**src/rtl/pulse_record_pkg.sv**
```systemverilog
// rtl/pulse_record_pkg.sv - shared types and constants for the pulse record arbiter
//   arb_state_t : arbiter state encoding (IDLE, WRITE, GAP)
//   clog2       : ceiling log2 for elaboration-time widths
//   DROP_CNT_W  : width of the saturating drop counter
//   GAP_W       : width of the inter-write gap counter
package pulse_record_pkg;

  typedef enum logic [1:0] {
    IDLE  = 2'd0,
    WRITE = 2'd1,
    GAP   = 2'd2
  } arb_state_t;

  localparam int DROP_CNT_W = 16;
  localparam int GAP_W      = 4;

  function automatic int clog2(input int value);
    int r;
    r = 0;
    while ((1 << r) < value) begin
      r = r + 1;
    end
    return r;
  endfunction

endpackage

```
**src/rtl/pulse_record_fifo.sv**
```systemverilog
// rtl/pulse_record_fifo.sv - per-channel DATA_W x DEPTH record buffer
//   clk, reset_n : clock, asynchronous active-low reset (empties the buffer)
//   push, din    : write request and record; ignored when full
//   pop          : read request; ignored when empty
//   dout         : head-of-buffer record (valid when !empty)
//   empty, full  : occupancy flags, reflect state before the next edge
module pulse_record_fifo
  import pulse_record_pkg::*;
#(
  parameter int DATA_W = 64,
  parameter int DEPTH  = 4
) (
  input  logic              clk,
  input  logic              reset_n,
  input  logic              push,
  input  logic              pop,
  input  logic [DATA_W-1:0] din,
  output logic [DATA_W-1:0] dout,
  output logic              empty,
  output logic              full
);

  localparam int AW = clog2(DEPTH);

  logic [DATA_W-1:0] mem [DEPTH];
  logic [AW:0]       wr_ptr;
  logic [AW:0]       rd_ptr;
  logic              do_push;
  logic              do_pop;

  // The extra pointer MSB separates full from empty when the indices match.
  assign empty   = (wr_ptr == rd_ptr);
  assign full    = (wr_ptr[AW] != rd_ptr[AW]) && (wr_ptr[AW-1:0] == rd_ptr[AW-1:0]);
  assign do_push = push && !full;
  assign do_pop  = pop && !empty;
  assign dout    = mem[rd_ptr[AW-1:0]];

  always_ff @(posedge clk or negedge reset_n) begin
    if (!reset_n) begin
      wr_ptr <= '0;
      rd_ptr <= '0;
    end else begin
      if (do_push) wr_ptr <= wr_ptr + 1'b1;
      if (do_pop)  rd_ptr <= rd_ptr + 1'b1;
    end
  end

  always_ff @(posedge clk) begin
    if (do_push) mem[wr_ptr[AW-1:0]] <= din;
  end

endmodule

```
**src/rtl/pulse_record_arbiter.sv**
```systemverilog
// rtl/pulse_record_arbiter.sv - round-robin merge of per-channel count records into one FIFO sink
//   clk, reset_n         : clock, asynchronous active-low reset
//   ch_write             : per-channel one-cycle record strobe
//   ch_writedata         : channel i record at [i*DATA_W +: DATA_W]
//   fifo_full            : sink almost-full (at least one slot still free)
//   fifo_write           : one-cycle sink write strobe
//   fifo_writedata       : record presented with fifo_write
//   fifo_channel         : source channel of that record
//   overflow, drop_count : sticky per-channel drop flags, saturating drop total
//   clear_status         : synchronous clear of overflow and drop_count
module pulse_record_arbiter
  import pulse_record_pkg::*;
#(
  parameter  int NUM_CH     = 4,
  parameter  int DATA_W     = 64,
  parameter  int DEPTH      = 4,
  parameter  int GAP_CYCLES = 1,
  localparam int CH_W       = (clog2(NUM_CH) < 1) ? 1 : clog2(NUM_CH)
) (
  input  logic                     clk,
  input  logic                     reset_n,
  input  logic [NUM_CH-1:0]        ch_write,
  input  logic [NUM_CH*DATA_W-1:0] ch_writedata,
  input  logic                     fifo_full,
  output logic                     fifo_write,
  output logic [DATA_W-1:0]        fifo_writedata,
  output logic [CH_W-1:0]          fifo_channel,
  output logic [NUM_CH-1:0]        overflow,
  output logic [DROP_CNT_W-1:0]    drop_count,
  input  logic                     clear_status
);

  logic [NUM_CH-1:0] buf_empty;
  logic [NUM_CH-1:0] buf_full;
  logic [NUM_CH-1:0] pop_vec;
  logic [DATA_W-1:0] buf_dout [NUM_CH];

  arb_state_t        state;
  logic [GAP_W-1:0]  gap_cnt;
  logic [CH_W-1:0]   last_grant;
  logic [CH_W-1:0]   grant_idx;
  logic              grant_found;
  logic              grant_point;
  logic              do_grant;

  logic [NUM_CH-1:0]     drop_vec;
  logic [DROP_CNT_W:0]   drop_sum;

  for (genvar g = 0; g < NUM_CH; g++) begin : g_buf
    pulse_record_fifo #(
      .DATA_W (DATA_W),
      .DEPTH  (DEPTH)
    ) u_buf (
      .clk     (clk),
      .reset_n (reset_n),
      .push    (ch_write[g]),
      .pop     (pop_vec[g]),
      .din     (ch_writedata[g*DATA_W +: DATA_W]),
      .dout    (buf_dout[g]),
      .empty   (buf_empty[g]),
      .full    (buf_full[g])
    );
  end

  // First non-empty channel at or after last_grant+1, wrapping.
  always_comb begin
    logic [CH_W-1:0] cand;
    grant_found = 1'b0;
    grant_idx   = '0;
    cand        = '0;
    for (int k = 0; k < NUM_CH; k++) begin
      cand = CH_W'((int'(last_grant) + 1 + k) % NUM_CH);
      if (!grant_found && !buf_empty[cand]) begin
        grant_found = 1'b1;
        grant_idx   = cand;
      end
    end
  end

  // A new grant is decided in the last cycle before the arbiter would be
  // idle again: in IDLE, in WRITE when there is no gap, or in the final gap
  // cycle. This keeps writes exactly GAP_CYCLES+1 cycles apart under load.
  always_comb begin
    grant_point = 1'b0;
    case (state)
      IDLE:    grant_point = (gap_cnt == '0);
      WRITE:   grant_point = (GAP_CYCLES == 0);
      GAP:     grant_point = (gap_cnt == GAP_W'(1));
      default: grant_point = 1'b0;
    endcase
    do_grant = grant_point && grant_found && !fifo_full;
    pop_vec  = '0;
    pop_vec[grant_idx] = do_grant;
  end

  always_ff @(posedge clk or negedge reset_n) begin
    if (!reset_n) begin
      state          <= IDLE;
      gap_cnt        <= '0;
      last_grant     <= CH_W'(NUM_CH - 1);
      fifo_write     <= 1'b0;
      fifo_writedata <= '0;
      fifo_channel   <= '0;
    end else begin
      fifo_write <= do_grant;
      if (do_grant) begin
        fifo_writedata <= buf_dout[grant_idx];
        fifo_channel   <= grant_idx;
        last_grant     <= grant_idx;
      end
      case (state)
        IDLE: begin
          if (do_grant) state <= WRITE;
        end
        WRITE: begin
          gap_cnt <= GAP_W'(GAP_CYCLES);
          if (GAP_CYCLES > 0) state <= GAP;
          else if (do_grant)  state <= WRITE;
          else                state <= IDLE;
        end
        GAP: begin
          if (gap_cnt != '0) gap_cnt <= gap_cnt - 1'b1;
          if (gap_cnt <= GAP_W'(1)) state <= do_grant ? WRITE : IDLE;
        end
        default: state <= IDLE;
      endcase
    end
  end

  // Drops are judged against occupancy before the edge; a same-cycle pop
  // never frees room for a push.
  assign drop_vec = ch_write & buf_full;
  assign drop_sum = {1'b0, drop_count} + (DROP_CNT_W + 1)'($countones(drop_vec));

  always_ff @(posedge clk or negedge reset_n) begin
    if (!reset_n) begin
      overflow   <= '0;
      drop_count <= '0;
    end else if (clear_status) begin
      overflow   <= '0;
      drop_count <= '0;
    end else begin
      overflow   <= overflow | drop_vec;
      drop_count <= drop_sum[DROP_CNT_W] ? {DROP_CNT_W{1'b1}} : drop_sum[DROP_CNT_W-1:0];
    end
  end

endmodule

```
**config.mk**
```make
export PLATFORM = sky130hd
export DESIGN_NAME = pulse_record_arbiter
export DESIGN_NICKNAME = d
export VERILOG_FILES = /design/src/rtl/pulse_record_pkg.sv /design/src/rtl/pulse_record_fifo.sv /design/src/rtl/pulse_record_arbiter.sv
export SDC_FILE = /design/constraint.sdc
export NUM_CORES = 1
export LEC_CHECK = 0
export CAP_MARGIN = 20
export CELL_PAD_IN_SITES_DETAIL_PLACEMENT = 1
export CELL_PAD_IN_SITES_GLOBAL_PLACEMENT = 2
export CORE_MARGIN = 3
export CORE_UTILIZATION = 48
export DETAILED_ROUTE_END_ITERATION = 12
export PLACE_DENSITY_LB_ADDON = 0.1
export SLEW_MARGIN = 25
export SYNTH_ARGS = -nofsm -noshare
export SYNTH_HDL_FRONTEND = slang
export SYNTH_HIERARCHICAL = 1
export SYNTH_SLANG_ARGS = --single-unit
```
**constraint.sdc**
```tcl
create_clock -name clk -period 5.82 [get_ports clk]
set_input_delay 1.746 -clock clk [delete_from_list [all_inputs] [get_ports clk]]
set_output_delay 1.746 -clock clk [all_outputs]
set_load 0.03 [all_outputs]
```
==> impl_results.rst, run 1 <==
.. list-table::
   :header-rows: 1

   * - Metric
     - Value
   * - Cell type with the largest total area after synthesis
     - edfxtp_1
   * - Top-area cell type share of the netlist area
     - 68.4%
   * - Count of warnings emitted by yosys
     - 6
   * - Fillers
     - 7934
   * - Cells traversed along the worst timing path
     - clkdlybuf4s50_1, and2_1, fa_1, inv_1, fa_1, inv_1, fa_1, nand3_1, or3_1, a21oi_1
   * - Leak
     - 17.7 nW
   * - Share of flip-flops with an asynchronous set or reset after synthesis
     - 10.4%
   * - Area of the mapped netlist
     - 0.0449 mm²
   * - Max-slew violation count
     - 0
   * - Reg-to-reg setup timing slack
     - 1.51 ns
   * - Fin area
     - 0.0540 mm²
   * - Final Routed Wirelength
     - 124 mm
   * - Number of placement rows
     - 111
   * - Most common cell type on the critical path
     - fa_1
   * - Remaining number of nets flagged by the antenna check after routing
     - 0
   * - Vertical extent of the die
     - 312 µm
   * - Non-filler instance count after layout
     - 4001
   * - Number of buffers inserted by post-CTS setup repair
     - 0
   * - Worst Hold Path Cells
     - 2
   * - Via count
     - 23200
   * - Number of enable-type register cells in the synthesized netlist
     - 1024
   * - Total number of H-tree levels
     - 3
   * - Portion of the post-synthesis area used by sequential elements
     - 75.0%
   * - Endpoint of the most critical register-to-register path
     - drop_count[1]
   * - Number of global-route vias before repair
     - 25200
   * - Most numerous cell types in the synthesized netlist
     - 1024 x edfxtp_1, 256 x mux4_2, 136 x a211oi_1
   * - Half-perimeter wire length after detailed placement
     - 83.2 mm
   * - Total of flip-flops plus latches after synthesis
     - 1143
   * - Clock latency at the later pin of the worst-skew pair
     - 0.69 ns
   * - Hold path startpoint
     - fifo_writedata[48]
   * - Initial core utilization
     - 48.7%
   * - Maximum number of pins on one net before global-route repair
     - 131
   * - Number of buffers inserted for hold repair after clock tree synthesis
     - 0
   * - Family of cells with the greatest summed delay on the critical path
     - adder cells
   * - Slew at the pin with the worst max-slew slack
     - 0.971 ns
   * - Data required time at the worst endpoint
     - 6.42 ns
   * - Die footprint
     - 0.0973 mm²
   * - TritonCTS clock tree
     - built
   * - Clk Tree Root Cell
     - clkbuf_16
   * - All-layer global routing usage
     - 25.7%
   * - Startpoint Class
     - input pin
   * - DRC errors left
     - 0
   * - Worst-case headroom to the max-slew limit
     - 35.3%
   * - Drt via density
     - 5.81
   * - Total setup violations reported at the end of the flow
     - 0
   * - Clock Path Buffers
     - 3
   * - Antenna violations before repair
     - 26
   * - Final-report hold violation count
     - 0
   * - Post-Route Skew
     - 0.0309 ns
   * - Port Buffer Count
     - 350
   * - # IOs
     - 351
   * - Core Footprint
     - 0.0922 mm²
   * - Clock period minus worst slack
     - 4.52 ns
   * - Fraction of the core area covered by cells at the end of the flow
     - 58.5%
   * - Worst Hold Class
     - register to register
   * - Largest cells by area after synthesis
     - edfxtp_1 68%, mux4_2 13%, dfrtp_1 6.5%, a211oi_1 2.3%, o31ai_1 0.85%
   * - Detailed Route Iter0 Violations
     - 2102
   * - Outcome
     - complete, no violations
   * - Post-placement cell area
     - 0.0500 mm²
   * - Clock-pin slew reported for the worst setup and hold paths after clock tree synthesis
     - 0.06 ns
   * - Launch point of the worst reg-to-reg path
     - g_buf[0].u_buf/rd_ptr[0]
   * - Distinct cell type count of the synthesized netlist
     - 51
   * - Average instance area after synthesis
     - 20.0 µm²
   * - Type of the setup path with the least slack
     - input pin to register
   * - MaxCap Viol Count
     - 0
   * - Worst-path cell with the longest stage delay
     - or3_1
   * - Wirelength per Cell
     - 31.1 µm
   * - Chip width
     - 312 µm
   * - Cell depth of the worst flop-to-flop path
     - 13
   * - Setup repair after global routing missed its margin
     - no
   * - Most common flop cell mapped by yosys
     - edfxtp_1
   * - Highest net fanout along the worst path
     - 13
   * - Overflow left after global routing
     - 0
   * - Number of nets at the end of the flow
     - 2942
   * - Worst setup EP type
     - register
   * - Fraction of layout cells with a size suffix above 1
     - 19.7%
   * - Quantity of gates resized following cts
     - 0
   * - Synthesis-to-finish area growth
     - 20.1%
   * - Max Clk Rate
     - 221 MHz
   * - Number of placed cells counting well taps
     - 3773
   * - End point of the most critical hold path
     - fifo_writedata[48]
   * - Final total negative setup slack
     - 0 ns
   * - Peak ir drop on the vdd network
     - 542 µV
   * - CP bufs+invs
     - 3
   * - PD cells
     - 549 mW/mm²
   * - Setup crit start
     - ch_write[2]
   * - Count leader, synth
     - edfxtp_1
   * - TritonCTS sink count
     - 1143
   * - Fraction of the cycle the final worst path needs
     - 77.6%
   * - Count of mapped cells out of synthesis
     - 2251
   * - Slowest cell delay on critical path
     - 0.63 ns
   * - Number of CTS-inserted buffers
     - 115
   * - Final weighted congestion in routability-driven placement
     - 0.801
   * - Global-route wire length before repair
     - 180 mm
   * - Synthesized Nets
     - 2542
   * - First drt pass iteration count
     - 5
   * - Crit path arrival time
     - 5.12 ns
kinds of logic (layout without fill, tap and decap cells):
| logic type | count (synthesis) | after routing | synth area share (%) |
|---|---|---|---|
| compound gates | 311 | 311 | 4.79 |
| xor+xnor | 46 | 46 | 1.09 |
| fa+ha+maj | 27 | 27 | 0.802 |
| buf+inv | 186 | 684 | 2.30 |
| flops | 1143 | 1143 | 75.0 |
| mux | 263 | 263 | 13.0 |
| other cells | 0 | 9 | 0 |
| simple gates | 275 | 275 | 2.99 |
worst max-delay path by stage:
stage / slack [ns] / end / cells after the start
4_1_cts: 1.31 / drop_count[1] / 10
3_3_place_gp: 0.69 / drop_count[1] / 10
2_1_floorplan: 1.57 / g_buf[0].u_buf/mem[3][0] / 2
5_1_grt: 1.13 / drop_count[7] / 13
6_report: 1.30 / drop_count[1] / 10
3_5_place_dp: 0.63 / drop_count[1] / 10
sequential cells by signal, summed over array words and instances (netlist names):
signal and flops:
gap_cnt 4, g_buf.u_buf/wr_ptr 12, g_buf.u_buf/mem 1024, fifo_writedata 64, last_grant 2, fifo_channel 2, drop_count 16, fifo_write 1
g_buf.u_buf/rd_ptr 12, overflow 4, state 2
stage by stage:
stage	hold WS [ns]	setup slack, ns	power [mW]
after global routing	0.513	1.13	31.0
final	0.491	1.30	29.6
after CTS	0.493	1.31	30.0
after detailed placement	0.480	0.627	22.4
after global placement	0.470	0.694	22.1
after floorplan	0.458	1.57	18.2
metal layers:
metal	vias up	GRT usage, %	share of wire (%)
met4	24	6.95	2.6
met1	12400	31.7	38
met5	-	0	0.13
met2	640	46.2	53
met3	185	5.30	5.8
li1	9968	-	-
area by class of cell:
class	instances	area [µm²]	area share [%]
multi-input cells	922	10300	19.2
flip-flops and latches	1143	33800	62.6
clock buffers	145	3120	5.78
clock inverters	70	746	1.38
repair buffers	411	4200	7.77
inverters	58	218	0.403
well taps	1243	1560	2.88
diodes	9	22.5	0.0417
power by group:
part	internal, mW	switching, mW
combinational	3.84	6.47
sequential	10.8	0.920
clock	4.45	3.11
total	19.1	10.5
tightest hold or removal path, cell delays in order, from the launching register on:
cell and delay [ns]:
dfrtp_1 0.35, nand2_1 0.05, o31ai_1 0.06
cells in the final DEF (no fill, tap or decap), drive strengths merged, types with 2 or more instances in the layout:
master and count:
o21a 2, xnor2 24, a31oi 38, nor3 13
clkbuf 145, clkinvlp 5, a21o 2, dfstp 2
edfxtp 1024, a21boi 3, a211oi 136, nor2b 55
dfrtp 117, mux2i 6, nand2 92, bufinv 15
buf 62, and2b 12, diode 9, xor2 22
o31ai 51, clkdlybuf4s50 349, and2 4, fa 3
o211ai 2, mux4 256, o21ai 6, a21oi 66
nand2b 9, ha 24, nand3 12, nor2 55
and4 2, and3 15, clkinv 49, nand4 2
inv 59
(Power assumes the default switching activity.)
==> run 2: changes to the inputs <==
CORE_UTILIZATION = 41   (was 48)
clock period = 4 ns   (was 5.82 ns; I/O delays follow)
==> run 2 against run 1 <==
  * Clock-buffer cell count rose by 31
  * Sequential cell count did not move
  * Critical path depth did not move
  * Sequential power rose by 44%
  * Global-route usage fell by 3.2 points
  * Combinational power rose by 50%
  * Via count rose by 0.12%
  * Clock power rose by 53%
  * Design area rose by 1.6%
  * Highest routed layer unchanged
==> impl_results.rst, run 2 (same netlist as run 1, synthesis figures left out) <==
.. list-table::
   :header-rows: 1

   * - Metric
     - Value
   * - Leak
     - 18.1 nW
   * - Most common cell type on the critical path
     - fa_1
   * - Post-Route Skew
     - 0.0248 ns
   * - Clk Tree Root Cell
     - clkbuf_16
   * - Switching power of the nets
     - 15.2 mW
   * - Clock-pin slew reported for the worst setup and hold paths after clock tree synthesis
     - 0.05 ns
   * - Number of placement rows
     - 120
   * - PD cells
     - 800 mW/mm²
   * - # IOs
     - 351
   * - Clock period minus worst slack
     - 3.69 ns
   * - DRC errors left
     - 0
   * - Half-perimeter wire length after detailed placement
     - 85.4 mm
   * - Fraction of layout cells with a size suffix above 1
     - 20.5%
   * - Commonest non-fill, non-tap cells in the layout
     - 1024 x edfxtp_1, 349 x clkdlybuf4s50_1, 256 x mux4_2
   * - Chip width
     - 337 µm
   * - Reg-to-reg setup timing slack
     - 0.36 ns
   * - Wirelength per Cell
     - 30.0 µm
   * - Most common cell after layout, fill and taps aside
     - edfxtp_1
   * - Number of global-route vias before repair
     - 25200
   * - Number of CTS-inserted buffers
     - 130
   * - Port Buffer Count
     - 350
   * - Crit path arrival time
     - 4.30 ns
   * - Antenna violations before repair
     - 36
   * - Combinational cell fraction of total power
     - 35.3%
   * - Via count
     - 23300
   * - Final Routed Wirelength
     - 127 mm
   * - All-layer global routing usage
     - 22.5%
   * - Final WS setup
     - 0.313 ns
   * - Cell-internal power
     - 28.7 mW
   * - Data required time at the worst endpoint
     - 4.61 ns
   * - Launch point of the worst reg-to-reg path
     - g_buf[0].u_buf/rd_ptr[1]
   * - Worst-path cell with the longest stage delay
     - or3_1
   * - Detailed Route Iter0 Violations
     - 1654
   * - Slew at the pin with the worst max-slew slack
     - 1.01 ns
   * - Clock Path Buffers
     - 3
   * - Endpoint of the most critical register-to-register path
     - g_buf[2].u_buf/rd_ptr[2]
   * - Startpoint Class
     - input pin
   * - Setup repair after global routing missed its margin
     - no
   * - Peak ir drop on the vdd network
     - 523 µV
   * - Remaining number of nets flagged by the antenna check after routing
     - 0
   * - Vertical extent of the die
     - 337 µm
   * - Family of cells with the greatest summed delay on the critical path
     - adder cells
   * - Sequential fraction of design power
     - 38.3%
   * - Fraction of the cycle the final worst path needs
     - 92.2%
   * - TritonCTS clock tree
     - built
   * - Flip-flop count of the largest register, all copies and words added
     - 1024
   * - Cell depth of the worst flop-to-flop path
     - 10
   * - Max Clk Rate
     - 271 MHz
   * - Pre-CTS setup slack
     - -0.441 ns
   * - MaxCap Viol Count
     - 0
   * - Number of buffers inserted by post-CTS setup repair
     - 0
   * - Switching share of power
     - 34.7%
   * - CP bufs+invs
     - 3
   * - Final total negative setup slack
     - 0 ns
   * - Die footprint
     - 0.114 mm²
   * - Global-route wire length before repair
     - 181 mm
   * - Worst-case headroom to the max-slew limit
     - 32.8%
   * - Logic depth of the worst setup path including buffers
     - 10
   * - Setup crit end
     - drop_count[11]
   * - First drt pass iteration count
     - 5
   * - Outcome
     - complete, no violations
   * - Type of the setup path with the least slack
     - input pin to register
   * - Number of nets at the end of the flow
     - 2989
   * - TritonCTS sink count
     - 1143
   * - Max-slew violation count
     - 0
   * - Core Footprint
     - 0.108 mm²
   * - Initial core utilization
     - 41.6%
   * - Cells traversed along the worst timing path
     - clkdlybuf4s50_1, and2_1, fa_1, inv_1, fa_1, inv_1, fa_1, nand3_1, or3_1, a21oi_1
   * - Share of power burned in the clock network
     - 26.3%
   * - Maximum number of pins on one net before global-route repair
     - 81
   * - Fillers
     - 9700
   * - Slowest cell delay on critical path
     - 0.61 ns
   * - Total setup violations reported at the end of the flow
     - 0
   * - Total number of H-tree levels
     - 4
   * - Overflow left after global routing
     - 0
   * - Highest net fanout along the worst path
     - 13
   * - Quantity of gates resized following cts
     - 0
   * - Synthesis-to-finish area growth
     - 22.0%
   * - Final-report hold violation count
     - 0
   * - Drt via density
     - 5.51
   * - Final weighted congestion in routability-driven placement
     - 0.776
   * - Number of buffers inserted for hold repair after clock tree synthesis
     - 0
   * - Worst Hold Class
     - register to register
   * - Clock latency at the later pin of the worst-skew pair
     - 0.73 ns
   * - Worst setup EP type
     - register
   * - Setup crit start
     - ch_write[2]
[run 2: through the flow]
step / hold slack [ns] / cell area (µm²) / power [mW] / util (%) / instances
after floorplan: 0.458 / 44900 / 26.4 / - / 2251
after global placement: 0.470 / 50600 / 32.6 / 46.9 / 3969
after detailed placement: 0.478 / 50600 / 33.0 / 46.9 / 3969
after CTS: 0.490 / 54800 / 44.7 / 50.8 / 4202
after global routing: 0.524 / 54800 / 46.1 / 50.8 / 4211
final: 0.489 / 54900 / 43.9 / 50.8 / 4226
[run 2: area by class of cell]
type / instances / area, µm² / share of cell area (%)
diodes: 24 / 60.1 / 0.109
clock buffers: 176 / 3660 / 6.68
clock inverters: 57 / 483 / 0.880
inverters: 58 / 218 / 0.397
multi-input cells: 922 / 10300 / 18.9
flip-flops and latches: 1143 / 33800 / 61.5
well taps: 1403 / 1760 / 3.20
repair buffers: 443 / 4570 / 8.32
[run 2: worst min-delay path by stage]
stage	start	end	slack [ns]	depth (start not counted)
3_5_place_dp	fifo_writedata[9]	fifo_writedata[9]	0.48	2
4_1_cts	fifo_writedata[9]	fifo_writedata[9]	0.49	2
6_report	fifo_writedata[11]	fifo_writedata[11]	0.49	2
3_3_place_gp	fifo_writedata[7]	fifo_writedata[7]	0.47	2
2_1_floorplan	last_grant[1]	last_grant[1]	0.46	2
5_1_grt	fifo_writedata[9]	fifo_writedata[9]	0.52	2
[run 2: metal layers]
| metal | vias up | GRT usage, % | routed length [µm] | share of wire, % |
|---|---|---|---|---|
| met3 | 203 | 5.38 | 8530 | 6.7 |
| li1 | 10100 | - | - | - |
| met4 | 10 | 10.2 | 5100 | 4.0 |
| met1 | 12300 | 27.7 | 48800 | 38 |
| met5 | - | 0 | 69 | 0.054 |
| met2 | 702 | 38.0 | 64400 | 51 |
[run 2: worst register-to-register path: cells and delay by family, from the launching register on]
family,cells,cell delay (ns)
buf+inv,2,0.54
flops,1,0.47
compound gates,2,0.96
xor+xnor,1,0.26
simple gates,5,1.32
[run 2: power by group through the flow]
stage	clock network (mW)	logic (mW)	registers [mW]
floorplan	0	9.10	17.3
global placement	0	15.7	16.9
detailed placement	0	15.9	17.1
CTS	11.8	16.0	16.9
global route	12.3	16.7	17.0
finish	11.6	15.5	16.8
==> run 3: changes to the inputs <==
SLEW_MARGIN = 20   (was 25)
==> results of run 3 <==
Final layout, timing and power as in run 2 (identical DEF).
